### src/rtl/state_unloader_pkg.sv
// Shared state-file definitions: lane geometry, unloader FSM encoding and count clamping.
// Used by the unloader and the encoder datapath so both agree on lane order and sizes.
package state_unloader_pkg;

    localparam int PKG_LANE_W = 64;
    localparam int PKG_LANES  = 25;
    localparam int CNT_W      = 5;

    typedef enum logic [2:0] {
        ST_IDLE  = 3'd0,
        ST_FETCH = 3'd1,
        ST_LOAD  = 3'd2,
        ST_SEND  = 3'd3,
        ST_DONE  = 3'd4
    } unl_state_t;

    // A request of 0 or beyond the file size means "the whole file".
    function automatic logic [CNT_W-1:0] clamp_lanes(input logic [CNT_W-1:0] req, input int lanes);
        if (req == '0 || 32'(req) > lanes)
            return CNT_W'(lanes);
        return req;
    endfunction

endpackage

### src/rtl/state_unloader_lane_counter.sv
// Lane index counter: clears to 0, steps by one on enable, flags count == limit-1.
// Zero latency on the flag; no backpressure of its own (enable is the caller's handshake).
module lane_counter
    import state_unloader_pkg::*;
(
    input  logic             clock,
    input  logic             reset_n,
    input  logic             clear,
    input  logic             enable,
    input  logic [CNT_W-1:0] limit,
    output logic [CNT_W-1:0] count,
    output logic             terminal
);

    always_ff @(posedge clock or negedge reset_n) begin
        if (!reset_n)
            count <= '0;
        else if (clear)
            count <= '0;
        else if (enable)
            count <= count + CNT_W'(1);
    end

    assign terminal = (count == limit - CNT_W'(1));

endmodule

### src/rtl/state_unloader.sv
// Streams lanes 0..N-1 of the state file out as beats: 3 cycles per lane (read, capture, send).
// A stalled beat holds data/last/address steady and no further read is issued until it is taken.
module state_unloader
    import state_unloader_pkg::*;
#(
    parameter int LANE_W = PKG_LANE_W,
    parameter int LANES  = PKG_LANES
) (
    input  logic              clock,
    input  logic              reset_n,
    input  logic              start,
    input  logic [4:0]        out_lanes,
    output logic [4:0]        mem_addr,
    output logic              mem_rd,
    input  logic [LANE_W-1:0] mem_rdata,
    output logic [LANE_W-1:0] out_data,
    output logic              out_valid,
    input  logic              out_ready,
    output logic              out_last,
    output logic              busy,
    output logic              done
);

    unl_state_t       state, state_nxt;
    logic [CNT_W-1:0] n_q;
    logic [CNT_W-1:0] lane_idx;
    logic             lane_term;
    logic             accept;
    logic             beat_take;

    assign accept    = (state == ST_IDLE) && start;
    assign beat_take = (state == ST_SEND) && out_ready;

    always_ff @(posedge clock or negedge reset_n) begin
        if (!reset_n) begin
            state    <= ST_IDLE;
            n_q      <= '0;
            out_data <= '0;
        end else begin
            state <= state_nxt;
            if (accept)
                n_q <= clamp_lanes(out_lanes, LANES);
            if (state == ST_LOAD)
                out_data <= mem_rdata;
        end
    end

    always_comb begin
        state_nxt = state;
        case (state)
            ST_IDLE:  if (start) state_nxt = ST_FETCH;
            ST_FETCH: state_nxt = ST_LOAD;
            ST_LOAD:  state_nxt = ST_SEND;
            ST_SEND:  if (out_ready) state_nxt = lane_term ? ST_DONE : ST_FETCH;
            ST_DONE:  state_nxt = ST_IDLE;
            default:  state_nxt = ST_IDLE;
        endcase
    end

    lane_counter u_lane_counter (
        .clock    (clock),
        .reset_n  (reset_n),
        .clear    (accept),
        .enable   (beat_take && !lane_term),
        .limit    (n_q),
        .count    (lane_idx),
        .terminal (lane_term)
    );

    assign mem_addr  = lane_idx;
    assign mem_rd    = (state == ST_FETCH);
    assign out_valid = (state == ST_SEND);
    assign out_last  = (state == ST_SEND) && lane_term;
    assign busy      = (state != ST_IDLE);
    assign done      = (state == ST_DONE);

endmodule
### config.mk
export PLATFORM = sky130hd
export DESIGN_NAME = state_unloader
export DESIGN_NICKNAME = d
export VERILOG_FILES = /design/src/rtl/state_unloader_pkg.sv /design/src/rtl/state_unloader_lane_counter.sv /design/src/rtl/state_unloader.sv
export SDC_FILE = /design/constraint.sdc
export NUM_CORES = 1
export LEC_CHECK = 0
export CAP_MARGIN = 30
export CORE_MARGIN = 4
export CORE_UTILIZATION = 35
export DETAILED_ROUTE_END_ITERATION = 8
export PLACE_DENSITY = 0.7
export SETUP_SLACK_MARGIN = 0.2
export SLEW_MARGIN = 20
export SYNTH_ARGS = -nofsm -noshare
export SYNTH_HDL_FRONTEND = slang
export SYNTH_SLANG_ARGS = --single-unit
### constraint.sdc
create_clock -name clock -period 2.31 [get_ports clock]
set_input_delay 0.462 -clock clock [delete_from_list [all_inputs] [get_ports clock]]
set_output_delay 0.462 -clock clock [all_outputs]
set_load 0.01 [all_outputs]
==> impl_metrics.sql <==
INSERT INTO impl_metrics (metric_group, metric, value, unit) VALUES
('layout', 'finish.net_count', '465', ''),
('power_and_ir_drop', 'worst_ir_drop_vdd', '533', 'uV'),
('route', 'drtIter0Drc', '18', ''),
('yosys', 'synthesis.area_per_instance', '14.3', 'sq um'),
('yosys', 'synth_edf_count', '0', ''),
('place', 'io_buffer_count', '146', ''),
('route', 'ant_nets', '0', ''),
('timing', 'setup_viol', '1', ''),
('clocking', 'clkTransAtPathRegs', '0.08', 'ns'),
('timing', 'finalCritPeriodShare', '107', '%'),
('timing', 'setup-tns-final', '-0.172', 'ns'),
('floorplanning', 'chipHeight', '103', 'um'),
('critical_path', 'critical_path.slowest_cell', 'sky130_fd_sc_hd__dfrtp_1', ''),
('run', 'drv_cap', '0', ''),
('power_and_ir_drop', 'total_power', '7.25', 'mW'),
('timing', 'maxSlewHeadroom', '64.5', '%'),
('place', 'gp_congestion', '0.773', ''),
('timing', 'finClkSkew', '0.00628', 'ns'),
('place', 'dp.final_hpwl', '5740', 'um'),
('critical_path', 'endpoint_kind', 'output pin', ''),
('yosys', 'post-synth-top-area-cell', 'sky130_fd_sc_hd__dfrtp_1', ''),
('floorplanning', 'initial_utilization', '36.3', '%'),
('yosys', 'netlist_top_cells_count', 'sky130_fd_sc_hd__dfrtp_1, sky130_fd_sc_hd__mux2_2, sky130_fd_sc_hd__nand2_1', ''),
('grt', 'grt.total_usage', '14.2', '%'),
('route', 'drcViolationCount', '0', ''),
('floorplanning', 'chipWidth', '103', 'um'),
('layout', 'layout.cell_area.non_filler', '5200', 'sq um'),
('layout', 'final_layout_size_suffix_gt1_share', '29.6', '%'),
('worst_hold_path', 'hold_path.class', 'input pin to async pin', ''),
('critical_path', 'critical_path_launch_point_type', 'flip-flop', ''),
('run_status', 'outcome', 'finished with violations', ''),
('power_and_ir_drop', 'powerDensity', '1390', 'nW/um^2'),
('yosys', 'yosys.area.top_type_share', '60.6', '%'),
('layout', 'num_antenna_cells', '0', ''),
('route', 'wl_per_cell', '15.4', 'um'),
('critical_path', 'timing.critical_path.required', '1.85', 'ns'),
('critical_path', 'cp_cell_sequence', 'inv_2 -> ha_4 -> xnor2_4 -> a211oi_2 -> o311ai_4 -> nor4bb_4 -> buf_2', ''),
('yosys', 'synthesis.instances', '222', ''),
('clocking', 'cts_tree', 'done', ''),
('yosys', 'synth.top_cells.by_area', 'sky130_fd_sc_hd__dfrtp_1, sky130_fd_sc_hd__mux2_2, sky130_fd_sc_hd__nand2_1', ''),
('clocking', 'cts_inserted_buffers', '9', ''),
('yosys', 'postSynth.topFlopCell', 'sky130_fd_sc_hd__dfrtp_1', ''),
('critical_path', 'cp_num_buf_inv', '2', ''),
('yosys', 'synth_fp_nets', '297', ''),
('grt', 'grt_max_degree', '42', ''),
('grt', 'grt.overflow.total', '0', ''),
('place', 'pre_cts_ws', '-0.301', 'ns'),
('yosys', 'most_frequent_cell_after_synthesis', 'sky130_fd_sc_hd__dfrtp_1', ''),
('timing', 'final_critical_path_setup_slack', '-0.172', 'ns'),
('run_status', 'failed_checks', 'negative setup slack', ''),
('yosys', 'proportion_of_register_bits_with_asynchronous_set_or_reset_after_synthesis', '100', '%'),
('grt', 'grt_pass1_wl', '11700', 'um'),
('route', 'detail_route.first_pass.iterations', '4', ''),
('layout', 'multiInputGateArea', '1230', 'sq um'),
('grt', 'number_of_global_route_vias_before_repair', '2444', ''),
('power_and_ir_drop', 'power_leakage', '2.22', 'nW'),
('yosys', 'synth_cell_types', '35', ''),
('timing', 'max_freq', '403', 'MHz'),
('critical_path', 'critical_path.max_fanout', '2', ''),
('timing', 'final_max_slew_viol_count', '0', ''),
('route', 'drt-total-wl', '7770', 'um'),
('floorplanning', 'rows', '34', ''),
('critical_path', 'critPathMaxStageDelay', '0.39', 'ns'),
('timing', 'slew_at_the_pin_closest_to_its_max_slew_limit', '0.532', 'ns'),
('clocking', 'clockBufferDepth', '2', ''),
('critical_path', 'worst_ep_arrival_time', '2.02', 'ns'),
('floorplanning', 'die_area', '10700', 'sq um'),
('floorplanning', 'floorplan.core_area', '8760', 'sq um'),
('layout', 'syn_to_final_growth', '63.7', '%'),
('clocking', 'clock_net_sink_count', '77', ''),
('yosys', 'synth_seq_area_share', '60.6', '%');
cell type report:
type,instances,share of cell area (%)
tap,108,2.60
clock buffer,11,2.91
inverter,3,0.217
multi-input combinational,132,23.7
timing repair buffer,167,31.8
sequential,77,37.1
clock inverter,5,1.56
worst reg2reg max path: stages (launching register included):
cell	delay [ns]
sky130_fd_sc_hd__dfrtp_1	0.39
sky130_fd_sc_hd__inv_2	0.08
sky130_fd_sc_hd__ha_4	0.22
sky130_fd_sc_hd__xnor2_4	0.13
sky130_fd_sc_hd__a211oi_2	0.22
sky130_fd_sc_hd__o311ai_4	0.17
sky130_fd_sc_hd__buf_4	0.16
sky130_fd_sc_hd__buf_4	0.15
sky130_fd_sc_hd__and3_1	0.16
sky130_fd_sc_hd__a31o_1	0.17
power by group:
part / internal (mW) / switching, mW
sequential: 2.03 / 0.382
combinational: 2.32 / 1.36
clock: 0.670 / 0.494
what timing repair did:
| item | 4_1_cts | 5_1_grt |
|---|---|---|
| endpoints found under the setup margin | 4 | 5 |
| buffers inserted | 3 | 3 |
| pin swaps | 5 | 0 |
| hold endpoints to repair | 0 | 0 |
| resized for setup | 11 | 6 |
| hold buffers | 0 | 0 |
metrics by stage:
stage	util (%)	std cells	hold slack, ns
finish	59.4	503	0.0930
global route	59.4	503	0.124
CTS	58.8	500	0.103
detailed placement	55.7	481	0.484
global placement	55.7	481	0.481
floorplan	-	222	0.166
layer usage:
| layer | track usage, % | up-vias | wire, um |
|---|---|---|---|
| li1 | - | 1116 | - |
| met1 | 17.1 | 1166 | 3170 |
| met2 | 23.9 | 101 | 3820 |
| met3 | 5.37 | 7 | 730 |
| met4 | 3.88 | 0 | 50 |
| met5 | 0 | - | 0 |
cell usage in the layout, fill, tap and decap left out, types with 3 or more instances in the layout:
master,count
sky130_fd_sc_hd__o21ai_0,4
sky130_fd_sc_hd__dfrtp_2,3
sky130_fd_sc_hd__dlymetal6s2s_1,3
sky130_fd_sc_hd__mux2i_1,4
sky130_fd_sc_hd__clkdlybuf4s50_1,141
sky130_fd_sc_hd__nor2_1,5
sky130_fd_sc_hd__dfrtp_1,74
sky130_fd_sc_hd__nand2_1,13
sky130_fd_sc_hd__nand3_1,3
sky130_fd_sc_hd__buf_4,19
sky130_fd_sc_hd__clkbuf_8,11
sky130_fd_sc_hd__mux2_2,64
sky130_fd_sc_hd__and3_1,3
sky130_fd_sc_hd__buf_12,3
kinds of logic (layout without fill, tap and decap cells):
family	Yosys count	in the layout	synth area share, %
and+or+nand+nor	43	43	7.44
adders and majority gates	2	2	0.787
AOI/OAI and AO/OA	14	14	3.54
muxes	68	68	23.9
DFF	77	77	60.6
buffers and inverters	13	186	2.28
xor gates and xnor gates	5	5	1.38
sequential cells by signal, summed over array words and instances, names as in the netlist:
register / count
u_lane_counter.count: 5
out_data: 64
n_q: 5
state: 3
path summary, 6_finish.rpt:
| kind | startpoint | to | slack, ns | cells after the start |
|---|---|---|---|---|
| hold / removal | reset_n | out_data[13] | 0.09 | 1 |
| hold reg to reg | out_data[37] | out_data[37] | 0.51 | 1 |
| setup / recovery | n_q[1] | out_last | -0.17 | 7 |
| max in group asynchronous | reset_n | state[1] | 1.60 | 2 |
| setup reg to reg | n_q[1] | u_lane_counter.count[1] | 0.36 | 9 |
| min in group clock | out_data[37] | out_data[37] | 0.51 | 1 |
(Power assumes the default switching activity.)
